### config.mk
export PLATFORM = sky130hd
export DESIGN_NAME = kamus_id_pipe
export DESIGN_NICKNAME = d
export VERILOG_FILES = /design/src/rtl/kamus_pkg.sv /design/src/rtl/kamus_id_pipe.sv
export SDC_FILE = /design/constraint.sdc
export NUM_CORES = 1
export LEC_CHECK = 0
export CAP_MARGIN = 20
export CORE_AREA = 2 2 133 135
export CTS_CLUSTER_SIZE = 20
export DETAILED_ROUTE_END_ITERATION = 8
export DIE_AREA = 0 0 135 137
export GPL_TIMING_DRIVEN = 0
export HOLD_SLACK_MARGIN = 0.05
export PLACE_DENSITY = 0.85
export SYNTH_ARGS = -nofsm -noshare
export SYNTH_HDL_FRONTEND = slang
export SYNTH_SLANG_ARGS = --single-unit
### constraint.sdc
create_clock -name clk_i -period 11.4 [get_ports clk_i]
set_input_delay 2.28 -clock clk_i [delete_from_list [all_inputs] [get_ports clk_i]]
set_output_delay 2.28 -clock clk_i [all_outputs]
set_load 0.02 [all_outputs]
### src/rtl/kamus_pkg.sv
// Shared kamus pipeline types: the decoded operation set produced by the ID stage.
package kamus_pkg;
    typedef enum logic [5:0] {
        INVALID = 6'd0,
        LUI, AUIPC, JAL, JALR,
        BEQ, BNE, BLT, BGE, BLTU, BGEU,
        LB, LH, LW, LBU, LHU,
        SB, SH, SW,
        ADD, SUB, SLL, SLT, SLTU, XOR, SRL, SRA, OR, AND,
        FENCE, ECALL, EBREAK,
        CSRRW, CSRRS, CSRRC, CSRRWI, CSRRSI, CSRRCI
    } operation_e;
endpackage

### src/rtl/kamus_id_pipe.sv
// kamus_id_pipe: registered RV32I/Zicsr decode stage with a 2-entry skid buffer, load-use
// stall and flush. Define KAMUS_ID_PERF_EN to add the stall/hazard performance counters.
//   state | meaning
//   EMPTY | M and S empty
//   ONE   | M holds the oldest instruction, S empty
//   FULL  | M and S both hold instructions, fetch is stalled
module kamus_id_pipe
    import kamus_pkg::*;
#(
    parameter int XLEN     = 32,
    parameter int NREGS    = 32,
    parameter int PC_WIDTH = 32
) (
    input  logic                clk_i,
    input  logic                rst_i,
    input  logic                if_valid_i,
    output logic                if_ready_o,
    input  logic [31:0]         instr_i,
    input  logic [PC_WIDTH-1:0] pc_i,
    input  logic                flush_i,
    input  logic                ex_load_valid_i,
    input  logic [4:0]          ex_load_rd_i,
    output logic                id_valid_o,
    input  logic                ex_ready_i,
    output operation_e          op_o,
    output logic [4:0]          rd_addr_o,
    output logic [4:0]          rs1_addr_o,
    output logic [4:0]          rs2_addr_o,
    output logic [XLEN-1:0]     imm_o,
    output logic                imm_used_o,
    output logic [PC_WIDTH-1:0] pc_o,
    output logic                illegal_o
`ifdef KAMUS_ID_PERF_EN
    ,
    output logic [31:0]         stall_cnt_o,
    output logic [31:0]         hazard_cnt_o
`endif
);

    typedef enum logic [1:0] {EMPTY, ONE, FULL} state_e;
    typedef enum logic [2:0] {IMM_NONE, IMM_I, IMM_S, IMM_B, IMM_U, IMM_J, IMM_Z, IMM_SH} imm_sel_e;

    typedef struct packed {
        operation_e          op;
        logic [4:0]          rd;
        logic [4:0]          rs1;
        logic [4:0]          rs2;
        logic [XLEN-1:0]     imm;
        logic                imm_used;
        logic [PC_WIDTH-1:0] pc;
        logic                illegal;
        logic                rs1_used;
        logic                rs2_used;
    } entry_t;

    entry_t     dec, m_q, m_n, s_q, s_n;
    state_e     state_q, state_n;
    logic       ready_q;
    logic       accept, drain, hazard;
    operation_e dec_op;
    imm_sel_e   dec_sel;
    logic       use_rd, use_rs1, use_rs2;
    logic [6:0] opcode, f7;
    logic [2:0] f3;

    assign opcode = instr_i[6:0];
    assign f3     = instr_i[14:12];
    assign f7     = instr_i[31:25];

    always_comb begin
        dec_op  = INVALID;
        dec_sel = IMM_NONE;
        use_rd  = 1'b0;
        use_rs1 = 1'b0;
        use_rs2 = 1'b0;
        case (opcode)
            7'b0110111: begin dec_op = LUI;   dec_sel = IMM_U; use_rd = 1'b1; end
            7'b0010111: begin dec_op = AUIPC; dec_sel = IMM_U; use_rd = 1'b1; end
            7'b1101111: begin dec_op = JAL;   dec_sel = IMM_J; use_rd = 1'b1; end
            7'b1100111: begin
                dec_sel = IMM_I; use_rd = 1'b1; use_rs1 = 1'b1;
                if (f3 == 3'd0) dec_op = JALR;
            end
            7'b1100011: begin
                dec_sel = IMM_B; use_rs1 = 1'b1; use_rs2 = 1'b1;
                case (f3)
                    3'd0: dec_op = BEQ;
                    3'd1: dec_op = BNE;
                    3'd4: dec_op = BLT;
                    3'd5: dec_op = BGE;
                    3'd6: dec_op = BLTU;
                    3'd7: dec_op = BGEU;
                    default: ;
                endcase
            end
            7'b0000011: begin
                dec_sel = IMM_I; use_rd = 1'b1; use_rs1 = 1'b1;
                case (f3)
                    3'd0: dec_op = LB;
                    3'd1: dec_op = LH;
                    3'd2: dec_op = LW;
                    3'd4: dec_op = LBU;
                    3'd5: dec_op = LHU;
                    default: ;
                endcase
            end
            7'b0100011: begin
                dec_sel = IMM_S; use_rs1 = 1'b1; use_rs2 = 1'b1;
                case (f3)
                    3'd0: dec_op = SB;
                    3'd1: dec_op = SH;
                    3'd2: dec_op = SW;
                    default: ;
                endcase
            end
            7'b0010011: begin
                dec_sel = IMM_I; use_rd = 1'b1; use_rs1 = 1'b1;
                case (f3)
                    3'd0: dec_op = ADD;
                    3'd2: dec_op = SLT;
                    3'd3: dec_op = SLTU;
                    3'd4: dec_op = XOR;
                    3'd6: dec_op = OR;
                    3'd7: dec_op = AND;
                    3'd1: if (f7 == 7'h00) begin dec_op = SLL; dec_sel = IMM_SH; end
                    default: begin
                        if (f7 == 7'h00) begin dec_op = SRL; dec_sel = IMM_SH; end
                        else if (f7 == 7'h20) begin dec_op = SRA; dec_sel = IMM_SH; end
                    end
                endcase
            end
            7'b0110011: begin
                use_rd = 1'b1; use_rs1 = 1'b1; use_rs2 = 1'b1;
                if (f7 == 7'h00) begin
                    case (f3)
                        3'd0: dec_op = ADD;
                        3'd1: dec_op = SLL;
                        3'd2: dec_op = SLT;
                        3'd3: dec_op = SLTU;
                        3'd4: dec_op = XOR;
                        3'd5: dec_op = SRL;
                        3'd6: dec_op = OR;
                        default: dec_op = AND;
                    endcase
                end else if (f7 == 7'h20) begin
                    if (f3 == 3'd0) dec_op = SUB;
                    else if (f3 == 3'd5) dec_op = SRA;
                end
            end
            7'b0001111: if (f3 == 3'd0) dec_op = FENCE;
            7'b1110011: begin
                case (f3)
                    3'd0: begin
                        if (instr_i == 32'h0000_0073) dec_op = ECALL;
                        else if (instr_i == 32'h0010_0073) dec_op = EBREAK;
                    end
                    3'd1: begin dec_op = CSRRW;  use_rd = 1'b1; use_rs1 = 1'b1; end
                    3'd2: begin dec_op = CSRRS;  use_rd = 1'b1; use_rs1 = 1'b1; end
                    3'd3: begin dec_op = CSRRC;  use_rd = 1'b1; use_rs1 = 1'b1; end
                    3'd5: begin dec_op = CSRRWI; use_rd = 1'b1; dec_sel = IMM_Z; end
                    3'd6: begin dec_op = CSRRSI; use_rd = 1'b1; dec_sel = IMM_Z; end
                    3'd7: begin dec_op = CSRRCI; use_rd = 1'b1; dec_sel = IMM_Z; end
                    default: ;
                endcase
            end
            default: ;
        endcase
    end

    // Unused fields are zeroed so the register-range check and hazard see only real operands.
    always_comb begin
        dec    = '0;
        dec.pc = pc_i;
        dec.op = dec_op;
        if (dec_op == INVALID) begin
            dec.illegal = 1'b1;
        end else begin
            if (use_rd)  dec.rd  = instr_i[11:7];
            if (use_rs1) dec.rs1 = instr_i[19:15];
            if (use_rs2) dec.rs2 = instr_i[24:20];
            dec.rs1_used = use_rs1;
            dec.rs2_used = use_rs2;
            dec.imm_used = (dec_sel != IMM_NONE);
            case (dec_sel)
                IMM_I:   dec.imm = XLEN'($signed(instr_i[31:20]));
                IMM_S:   dec.imm = XLEN'($signed({instr_i[31:25], instr_i[11:7]}));
                IMM_B:   dec.imm = XLEN'($signed({instr_i[31], instr_i[7], instr_i[30:25],
                                                  instr_i[11:8], 1'b0}));
                IMM_U:   dec.imm = XLEN'($signed({instr_i[31:12], 12'h000}));
                IMM_J:   dec.imm = XLEN'($signed({instr_i[31], instr_i[19:12], instr_i[20],
                                                  instr_i[30:21], 1'b0}));
                IMM_Z:   dec.imm = XLEN'(instr_i[19:15]);
                IMM_SH:  dec.imm = XLEN'(instr_i[24:20]);
                default: dec.imm = '0;
            endcase
            dec.illegal = (32'(dec.rd) >= NREGS) || (32'(dec.rs1) >= NREGS) ||
                          (32'(dec.rs2) >= NREGS);
        end
    end

    assign hazard = (state_q != EMPTY) && ex_load_valid_i && (ex_load_rd_i != 5'd0) &&
                    ((m_q.rs1_used && (m_q.rs1 == ex_load_rd_i)) ||
                     (m_q.rs2_used && (m_q.rs2 == ex_load_rd_i)));
    assign id_valid_o = (state_q != EMPTY) && !hazard;
    assign accept     = if_valid_i && ready_q;
    assign drain      = id_valid_o && ex_ready_i;

    always_comb begin
        state_n = state_q;
        m_n     = m_q;
        s_n     = s_q;
        if (flush_i) begin
            state_n = EMPTY;
            m_n     = '0;
            s_n     = '0;
        end else begin
            case (state_q)
                EMPTY: if (accept) begin m_n = dec; state_n = ONE; end
                ONE: begin
                    if (accept && drain) m_n = dec;
                    else if (accept) begin s_n = dec; state_n = FULL; end
                    else if (drain) state_n = EMPTY;
                end
                FULL: if (drain) begin m_n = s_q; state_n = ONE; end
                default: state_n = EMPTY;
            endcase
        end
    end

    always_ff @(posedge clk_i or posedge rst_i) begin
        if (rst_i) begin
            state_q <= EMPTY;
            ready_q <= 1'b0;
            m_q     <= '0;
            s_q     <= '0;
        end else begin
            state_q <= state_n;
            ready_q <= (state_n != FULL);
            m_q     <= m_n;
            s_q     <= s_n;
        end
    end

    assign if_ready_o = ready_q;
    assign op_o       = m_q.op;
    assign rd_addr_o  = m_q.rd;
    assign rs1_addr_o = m_q.rs1;
    assign rs2_addr_o = m_q.rs2;
    assign imm_o      = m_q.imm;
    assign imm_used_o = m_q.imm_used;
    assign pc_o       = m_q.pc;
    assign illegal_o  = m_q.illegal;

`ifdef KAMUS_ID_PERF_EN
    always_ff @(posedge clk_i or posedge rst_i) begin
        if (rst_i) begin
            stall_cnt_o  <= '0;
            hazard_cnt_o <= '0;
        end else begin
            if (id_valid_o && !ex_ready_i) stall_cnt_o <= stall_cnt_o + 32'd1;
            if (hazard) hazard_cnt_o <= hazard_cnt_o + 32'd1;
        end
    end
`endif

endmodule

Word-level counts from Yosys, hierarchy flattened
Cells that the tools add are included.
{"block": "totals", "register_bits": 181, "input_bits": 75, "output_inout_bits": 89, "elab_cells": 142}
{"block": "classes", "n_eq_ne": 37, "n_mux": 51, "reduce_logical": 32}
{"operator": "$mux 89", "count": 7}
{"operator": "$pmux 89 s3", "count": 1}
{"operator": "$pmux 32 s7", "count": 1}
{"operator": "$pmux 6 s11", "count": 1}
{"operator": "$mux 5", "count": 12}
{"operator": "$mux 48", "count": 1}
{"operator": "$pmux 6 s7", "count": 1}
{"operator": "$pmux 5 s7", "count": 1}
{"operator": "$eq 32x21->1 const B", "count": 1}
{"operator": "$eq 32x7->1 const B", "count": 1}
{"operator": "$eq 7x6->1 const B", "count": 4}
{"operator": "$eq 7x7->1 const B", "count": 4}
{"operator": "$pmux 4 s7", "count": 1}
{"operator": "$eq 3x3->1 const B", "count": 8}
{"operator": "$pmux 4 s6", "count": 1}
{"operator": "$pmux 3 s7", "count": 1}
{"operator": "$pmux 4 s5", "count": 1}
{"operator": "$reduce_or 6->1", "count": 3}
{"operator": "$mux 3", "count": 5}
{"operator": "$pmux 5 s3", "count": 1}
{"operator": "$eq 7x5->1 const B", "count": 2}
{"operator": "$mux 2", "count": 7}
{"operator": "$eq 3x2->1 const B", "count": 4}
{"operator": "$eq 5x5->1", "count": 2}
{"operator": "other kinds (28)", "count": 49}

Depth between registers and ports, before layout
Gate-level depths: netlist (run 1).
{"block": "depth", "word_depth": 13, "depth_mapped": 12, "mapped_depth_nobuf": 7}

Worst setup path after synthesis (run 1)
OpenSTA, ideal clock, no wires.
{"block": "synth_timing", "kind": "in2out", "startpoint": "input ex_load_rd_i[0]", "endpoint": "output id_valid_o", "arrival_ps": 3274, "t_required_ps": 9120, "path_slack_ps": 5846, "cell_stages": 3, "path_buffers": 0, "path_cell_list": "or4_1 -> o21ai_1 -> o22a_1"}
{"block": "synth_via", "elab_chain_len": 6, "word_cells_on_any_way": 10, "cone_classes": "eq/ne: 2; reduce/logical: 8"}
{"element": "from (decl)", "line_no": "kamus_id_pipe.sv:22", "source": "input logic [4:0] ex_load_rd_i,"}
{"element": "$eq 5x5->1 (on tied branches)", "line_no": "kamus_id_pipe.sv:202, kamus_id_pipe.sv:203"}
{"element": "$logic_and 1x1->1 (on tied branches)", "line_no": "kamus_id_pipe.sv:202, kamus_id_pipe.sv:203"}
{"element": "$logic_or 1x1->1", "line_no": "kamus_id_pipe.sv:202", "source": "((m_q.rs1_used && (m_q.rs1 == ex_load_rd_i)) ||"}
{"element": "$logic_and 1x1->1 (*)", "line_no": "kamus_id_pipe.sv:201", "source": "assign hazard = (state_q != EMPTY) && ex_load_valid_i && (ex_load_rd_i != 5'd0) &&"}
{"element": "$logic_not 1->1 (*)", "line_no": "kamus_id_pipe.sv:204", "source": "assign id_valid_o = (state_q != EMPTY) && !hazard;"}
{"element": "$logic_and 1x1->1 (*)", "line_no": "kamus_id_pipe.sv:204"}
{"element": "to (decl)", "line_no": "kamus_id_pipe.sv:23", "source": "output logic id_valid_o,"}
Mark *: on every way between the ends. The rest lies on a longest branch, timed or not.

Worst setup path after layout (run 1)
Same ends and word-level chain as after synthesis.

==> reports/metrics.yaml, run 1 <==
final_layout:
  drive_gt1_share_pct: 13.7
  area_growth_pct: 25.7
  final_cells: 1419
  mostFrequentLayoutCells: "dfrtp_1 (181), clkdlybuf4s50_1 (159), nand2_1 (105), buf_4 (92), a21oi_1 (61)"
  fin_nets: 1256
  final_common_cell: "dfrtp_1"
  diodes: 0
routing:
  firstDrtPassIters: 8
  drtIter0Drc: 947
  num_vias: 8663
  drtAntennaViolNets: 0
  routed_via_density: 6.11
  wl_mm: 29.1
  drc: 0
  wl_per_cell_um: 20.5
global_routing:
  grt_pass1_wl_mm: 45.9
  grt_pass1_vias: 8429
  overflow: 0
  grt_usage_pct: 32.1
  antenna_found_initial: 0
  grt_max_degree: 106
hold_path:
  hold_path_class: "reg2reg"
  worstHoldStart: "s_q[74]"
  holdPathEnd: "s_q[74]"
  whs_path_depth: 2
clock_network:
  htreeDepth: 4
  cts_buffer_depth: 2
  clk_pin_slew_worst_paths_ps: 70
  clock-sinks: 181
  post_cts_buffers: 0
  worstSkewPairLatency_ps: 440
  cts_tree: "built"
  cts_root_buf: "clkbuf_16"
  cts_resized: 0
  postCtsHoldBufs: 0
  cts_buffers: 17
logic_synthesis:
  async_flop_share_pct: 100
  synth.distinct_cells: 71
  synthCells: 1002
  synth_edf_count: 0
  yosys.area.top_type: "dfrtp_1"
  synth_fp_nets: 1077
  synth_seq_cells: 181
  ys_seq_area_share_pct: 46.8
  synth_area_leaders: "dfrtp_1 (47%), buf_4 (7.1%), mux2i_1 (5.6%)"
  syn_area_um2: 9680
  synthFlopType: "dfrtp_1"
  ys_warn_count: 0
  synth_top_area_share_pct: 46.8
  syn_area_per_cell_um2: 9.66
floorplan:
  die_w_um: 135
  start_util_pct: 56.8
  coreArea_um2: 17100
  fp.dieH_um: 137
  core.rowCount: 48
  dieArea_um2: 18500
  ioPinCount: 164
critical_path:
  regToRegEndpoint: "s_q[1]"
  reg2reg_slack_ps: 7890
  r2r-start: "rs2_addr_o[4]"
  crit_required_ps: 9120
  worst_ep_arrival_time_ps: 4610
  crit_type: "in2out"
  crit_path_end_kind: "output pin"
  cp-start-kind: "input pin"
  reg2regPathDepth: 9
  worstPathMaxFanout: 4
timing:
  max-slew-margin-rel_pct: 31.0
  setup_violations: 0
  tightest_slew_ps: 1020
  timing.final.crit_share_pct: 60.5
  maxSlewViolCount: 0
  clock.fmax_mhz: 145
  fin_setup_tns_ps: 0
  rsz0062_at_grt: "false"
  fin_worst_skew_ps: 10.7
  layout_min_cycle_time_ps: 6890
  hold_viol: 0
power_and_ir_drop:
  power_uw: 1530
  ir_drop_mv: 0.126
  powerDensity_nw_per_um2: 126
  p_leak_uw: 0.00540
placement:
  port_buffers: 159
  dp_hpwl_mm: 20.5
  placed_cells: 1387
  place_congestion: 0.930
outcome:
  status: "finished clean"
job:
  maxCapViolCount: 0
## Yosys cell counts, drive strengths merged (3+ instances only)
master	n
nor2	58
or2	3
a221oi	5
dfrtp	181
a41o	5
or3	5
o21ai	56
o22ai	30
nor4b	3
and3	5
or4	3
nand2	105
and2	21
nand4	4
o31ai	59
mux2i	54
a22oi	4
a22o	40
a21oi	61
inv	32
nor3	14
o311ai	4
a32o	7
xor2	9
clkbuf	52
a21o	3
buf	113
nor2b	5
nand3b	7
nor4	11
nand3	6
## layout make-up
class	count	area [um^2]
clock buffers	17	425
inverters	32	128
clock inverters	15	153
repair buffers	160	1620
plain buffers	165	1010
well taps	225	282
multi-input cells	624	4020
flip-flops and latches	181	4530
fillers	1241	4890
## registers in the layout (all words and copies together), names as in the netlist
| signal | cells |
|---|---|
| rd_addr_o | 5 |
| m_q | 2 |
| if_ready_o | 1 |
| rs1_addr_o | 5 |
| state_q | 2 |
| illegal_o | 1 |
| s_q | 89 |
| imm_used_o | 1 |
| imm_o | 32 |
| pc_o | 32 |
| op_o | 6 |
| rs2_addr_o | 5 |
## kinds of logic (layout without fill, tap and decap cells)
logic type	after synthesis	count (layout)	share of synthesized area, %
AOI/OAI and AO/OA	295	295	21.3
and+or+nand+nor	262	262	13.5
xor gates and xnor gates	11	11	0.995
buffers and inverters	197	389	11.7
muxes	56	56	5.82
DFF	181	181	46.8
## metal layers
metal | vias to the layer above | share of wire, % | GRT usage [%]
li1 | 3874 | - | -
met1 | 4182 | 41 | 44.0
met2 | 520 | 47 | 51.1
met3 | 87 | 8.7 | 5.33
met4 | 0 | 3.8 | 13.4
met5 | - | 0 | 0
## report_power, final
part | internal (uW) | switching, uW | leakage, uW | total (uW)
Sequential | 666 | 15.2 | 0.00246 | 681
Clock | 294 | 288 | 0.000287 | 582
Combinational | 120 | 150 | 0.00265 | 270
## critical path: stages
cell,delay [ps]
clkdlybuf4s50_1,480
or4_1,540
o21ai_1,440
o22a_1,230
clkdlybuf4s50_1,630
## through the flow
| step | setup slack [ps] | hold slack, ps | cell area (um^2) | util (%) |
|---|---|---|---|---|
| 6_report | 4510 | 471 | 12200 | 71.3 |
| 5_1_grt | 4450 | 501 | 12200 | 71.3 |
| 4_1_cts | 4490 | 474 | 12200 | 71.3 |
| 3_5_place_dp | 4500 | 457 | 11600 | 67.9 |
| 3_3_place_gp | 1920 | 451 | 11600 | 67.7 |
| 2_1_floorplan | 4200 | 439 | 9680 | - |
## worst max path at each step
stage | start | endpoint
final | ex_load_rd_i[0] | id_valid_o
after global routing | ex_load_rd_i[0] | id_valid_o
after CTS | ex_load_rd_i[0] | id_valid_o
after detailed placement | ex_load_rd_i[0] | id_valid_o
after global placement | rst_i | imm_o[14]
after floorplan | rst_i | if_ready_o
Note: power is estimated with default switching activity, not from simulation.
==> run 2, diff against run 1 <==
--- a/config.mk
+++ b/config.mk
@@ -6,13 +6,13 @@
 export NUM_CORES = 1
 export LEC_CHECK = 0
 export CAP_MARGIN = 20
-export CORE_AREA = 2 2 133 135
+export CORE_AREA = 2 2 137 139
 export CTS_CLUSTER_SIZE = 20
 export DETAILED_ROUTE_END_ITERATION = 8
-export DIE_AREA = 0 0 135 137
+export DIE_AREA = 0 0 139 141
 export GPL_TIMING_DRIVEN = 0
 export HOLD_SLACK_MARGIN = 0.05
-export PLACE_DENSITY = 0.85
+export PLACE_DENSITY = 0.8
 export SYNTH_ARGS = -nofsm -noshare
 export SYNTH_HDL_FRONTEND = slang
 export SYNTH_SLANG_ARGS = --single-unit
==> constraint.sdc (replaced) <==
create_clock -name clk_i -period 6.6 [get_ports clk_i]
set_input_delay 1.32 -clock clk_i [delete_from_list [all_inputs] [get_ports clk_i]]
set_output_delay 1.32 -clock clk_i [all_outputs]
set_load 0.02 [all_outputs]
==> reports/metrics.yaml, run 2 (synthesis results as in run 1) <==
timing:
  timing.final.crit_share_pct: 74.8
  clock.fmax_mhz: 202
  hold_slack_ps: 476
  max-slew-margin-rel_pct: 34.9
  tightest_slew_ps: 962
  hold_viol: 0
  maxSlewViolCount: 0
  setup_violations: 0
  worst_slack_ps: 1660
  fin_worst_skew_ps: 11.1
  rsz0062_at_grt: "false"
  layout_min_cycle_time_ps: 4940
final_layout:
  fill_cells: 1457
  final_common_cell: "dfrtp_1"
  final_cell_area_um2: 12200
  mostFrequentLayoutCells: "dfrtp_1 (181), clkdlybuf4s50_1 (159), nand2_1 (105), buf_4 (92), a21oi_1 (61)"
  regMostFlops: "s_q"
  area_growth_pct: 25.7
  drive_gt1_share_pct: 13.7
  diodes: 0
  fin_nets: 1256
  final_util_pct: 66.6
  multi_input_area_um2: 4020
  ff_latch_area_um2: 4530
  largest_reg_flops: 89
critical_path:
  regToRegEndpoint: "op_o[5]"
  crit_required_ps: 5280
  reg2reg_slack_ps: 3200
  cpMaxStageDelayCell: "clkdlybuf4s50_1"
  worstPathMaxFanout: 4
  crit_path_end_kind: "output pin"
  worst_ep_arrival_time_ps: 3620
  cpMostUsedCell: "clkdlybuf4s50_1"
  crit_start: "ex_load_rd_i[0]"
  crit_chain: "clkdlybuf4s50_1 -> or4_1 -> o21ai_1 -> o22a_1 -> clkdlybuf4s50_1"
  critPathMaxStageDelay_ps: 650
  cp-start-kind: "input pin"
  reg2regPathDepth: 9
  r2r-start: "rs1_addr_o[4]"
  path_depth: 5
  crit_family: "buffers and inverters"
  crit_type: "in2out"
  crit_buf_inv: 2
floorplan:
  start_util_pct: 53.0
  fp.dieH_um: 141
  core.rowCount: 50
  ioPinCount: 164
  dieArea_um2: 19600
  die_w_um: 139
  coreArea_um2: 18300
routing:
  drtIter0Drc: 746
  routed_via_density: 5.95
  drc: 0
  wl_per_cell_um: 19.6
  wl_mm: 28.0
  firstDrtPassIters: 5
  drtAntennaViolNets: 0
  num_vias: 8494
placement:
  port_buffers: 159
  dp_hpwl_mm: 20.0
  place_ws_ps: 1650
  placed_area_um2: 11600
  place_congestion: 0.926
global_routing:
  grt_max_degree: 117
  grt_usage_pct: 28.4
  overflow: 0
  antenna_found_initial: 0
  grt_pass1_vias: 8028
  grt_pass1_wl_mm: 43.9
hold_path:
  hold_path_class: "reg2reg"
  worstHoldStart: "s_q[0]"
  holdPathEnd: "s_q[0]"
  whs_path_depth: 2
power_and_ir_drop:
  ir_drop_mv: 0.191
  powerDensity_nw_per_um2: 215
  power_uw: 2610
  p_leak_uw: 0.00539
clock_network:
  postCtsHoldBufs: 0
  worstSkewPairLatency_ps: 450
  htreeDepth: 4
  cts_tree: "built"
  cts_buffer_depth: 2
  clock-sinks: 181
  post_cts_buffers: 0
  cts_root_buf: "clkbuf_16"
  clk_pin_slew_worst_paths_ps: 70
  cts_resized: 0
  cts_buffers: 17
outcome:
  status: "finished clean"
job:
  maxCapViolCount: 0
-- run 2: changes by cell type in the layout (fill, tap and decap cells not counted) --
cell / change
clkinv_4: +1
clkinvlp_4: +2
inv_6: +1
inv_8: -4
-- run 2: where the power goes --
part	internal [uW]	switching [uW]
Combinational	206	255
Clock	497	480
Sequential	1150	25.1
Total	1850	760
-- run 2: cell type report --
class	count	share of cell area, %
Clock inverter	15	1.15
Multi-Input combinational cell	624	33.1
Timing Repair Buffer	160	13.3
Tap cell	234	2.41
Sequential cell	181	37.2
Inverter	32	1.05
Buffer	165	8.30
Clock buffer	17	3.50
-- run 2: how the worst max path moves through the flow --
stage,to,slack [ps]
after floorplan,if_ready_o,360
after global routing,id_valid_o,1620
final,id_valid_o,1660
after detailed placement,id_valid_o,1650
after CTS,id_valid_o,1640
after global placement,imm_o[15],-2050
-- run 2: through the flow --
stage | TNS, ps | instances
floorplan | 0 | 1002
global placement | -369030 | 1395
detailed placement | 0 | 1396
CTS | 0 | 1428
global route | 0 | 1428
finish | 0 | 1428
-- run 2: metal layers --
| metal | global-route usage [%] | up-vias | share of wire, % |
|---|---|---|---|
| met5 | 0 | - | 0 |
| met4 | 10.7 | 0 | 2.9 |
| met3 | 5.98 | 59 | 7.9 |
| met2 | 44.7 | 411 | 46 |
| met1 | 39.0 | 4141 | 43 |
| li1 | - | 3883 | - |
-- run 2: worst min-delay path: cells and delay by family, from the launching register on --
family           cells  cell delay, ps
AND/OR/NAND/NOR      2             100
flip-flops           1             350
==> run 3, diff against run 2 <==
==> constraint.sdc (replaced) <==
create_clock -name clk_i -period 5.1 [get_ports clk_i]
set_input_delay 1.02 -clock clk_i [delete_from_list [all_inputs] [get_ports clk_i]]
set_output_delay 1.02 -clock clk_i [all_outputs]
set_load 0.02 [all_outputs]
==> reports/metrics.yaml, run 3 (synthesis results as in run 1) <==
outcome:
  status: "finished clean"
critical_path:
  worst_ep_arrival_time_ps: 3290
  regToRegEndpoint: "s_q[67]"
  crit_family: "buffers and inverters"
  crit_path_end_kind: "output pin"
  cpMostUsedCell: "clkdlybuf4s50_1"
  r2r-start: "rs2_addr_o[4]"
  crit_required_ps: 4080
  worstPathMaxFanout: 4
  crit_buf_inv: 2
  cp-start-kind: "input pin"
  reg2regPathDepth: 9
  cpMaxStageDelayCell: "clkdlybuf4s50_1"
  reg2reg_slack_ps: 1550
  crit_chain: "clkdlybuf4s50_1 -> or4_1 -> o21ai_1 -> o22a_1 -> clkdlybuf4s50_1"
  crit_type: "in2out"
  critPathMaxStageDelay_ps: 650
hold_path:
  hold_path_class: "reg2reg"
  worstHoldStart: "s_q[77]"
  whs_path_depth: 2
  holdPathEnd: "s_q[77]"
timing:
  setup_violations: 0
  timing.final.crit_share_pct: 84.5
  max-slew-margin-rel_pct: 30.6
  hold_viol: 0
  fin_setup_tns_ps: 0
  tightest_slew_ps: 1040
  fin_worst_skew_ps: 14.1
  clock.fmax_mhz: 232
  rsz0062_at_grt: "false"
  layout_min_cycle_time_ps: 4310
  maxSlewViolCount: 0
final_layout:
  largest_reg_flops: 89
  final_common_cell: "dfrtp_1"
  ff_latch_area_um2: 4530
  mostFrequentLayoutCells: "dfrtp_1 (181), clkdlybuf4s50_1 (159), nand2_1 (105), buf_4 (92), a21oi_1 (61)"
  multi_input_area_um2: 4020
  drive_gt1_share_pct: 13.9
  diodes: 0
  regMostFlops: "s_q"
  area_growth_pct: 26.4
  fin_nets: 1259
  fill_cells: 1458
routing:
  drtIter0Drc: 696
  wl_per_cell_um: 19.6
  wl_mm: 28.1
  firstDrtPassIters: 5
  drtAntennaViolNets: 0
  num_vias: 8562
  drc: 0
  routed_via_density: 5.98
clock_network:
  worstSkewPairLatency_ps: 440
  clk_pin_slew_worst_paths_ps: 70
  htreeDepth: 4
  cts_root_buf: "clkbuf_16"
  clock-sinks: 181
  cts_buffers: 17
  cts_tree: "built"
  cts_resized: 0
  postCtsHoldBufs: 0
  cts_buffer_depth: 2
  post_cts_buffers: 0
floorplan:
  dieArea_um2: 19600
  fp.dieH_um: 141
  coreArea_um2: 18300
  start_util_pct: 53.0
  ioPinCount: 164
  die_w_um: 139
  core.rowCount: 50
power_and_ir_drop:
  p_leak_uw: 0.00542
  ir_drop_mv: 0.285
  power_uw: 3420
  powerDensity_nw_per_um2: 280
global_routing:
  grt_max_degree: 45
  grt_usage_pct: 28.4
  overflow: 0
  antenna_found_initial: 0
  grt_pass1_vias: 8101
  grt_pass1_wl_mm: 44.0
placement:
  dp_hpwl_mm: 20.3
  place_congestion: 0.909
  port_buffers: 159
job:
  maxCapViolCount: 0
## run 3: cell types whose count changed in the layout (fill, tap and decap cells not counted), sizes merged
| cell | delta |
|---|---|
| clkinvlp | +1 |
| buf | +3 |
| clkinv | +1 |
| inv | -4 |
| clkbuf | +2 |
## run 3: worst max path at each step
stage	start	to	slack [ps]	cells after the start
final	ex_load_rd_i[0]	id_valid_o	790	5
after global routing	ex_load_rd_i[0]	s_q[67]	680	9
after CTS	ex_load_rd_i[0]	id_valid_o	780	5
after detailed placement	ex_load_rd_i[0]	s_q[75]	420	9
after global placement	rst_i	rs1_addr_o[0]	310	2
after floorplan	rst_i	if_ready_o	1760	1
## run 3: worst min-delay path, cell delays in order (launching register included)
cell and delay, ps:
dfrtp_1 340, nand2_1 50, o31ai_1 50
## run 3: cell type report
cell class | instances | share of cell area (%)
Sequential cell | 181 | 37.0
Multi-Input combinational cell | 624 | 32.9
Timing Repair Buffer | 163 | 13.7
Buffer | 165 | 8.25
Clock buffer | 19 | 3.70
Tap cell | 234 | 2.39
Clock inverter | 13 | 1.13
Inverter | 32 | 1.01
## run 3: stage by stage
step,instances,hold WS (ps),util (%),instance area [um^2],worst slack [ps]
finish,1431,472,67.0,12200,789
global route,1431,494,67.0,12200,680
CTS,1431,473,67.0,12200,777
detailed placement,1399,459,63.8,11600,420
global placement,1395,450,63.3,11600,312
floorplan,1002,439,-,9680,1760
## run 3: where the power goes
group / internal (uW) / leakage (uW) / switching [uW]
clock network: 676 / 0.000283 / 625
registers: 1490 / 0.00246 / 33.2
logic: 271 / 0.00267 / 330
total: 2440 / 0.00542 / 988
## run 3: layer usage
layer	GRT usage [%]	up-vias	routed length (um)
li1	-	3883	-
met1	40.0	4157	12000
met2	45.0	454	12900
met3	5.40	68	2270
met4	8.77	0	863
met5	0	-	0
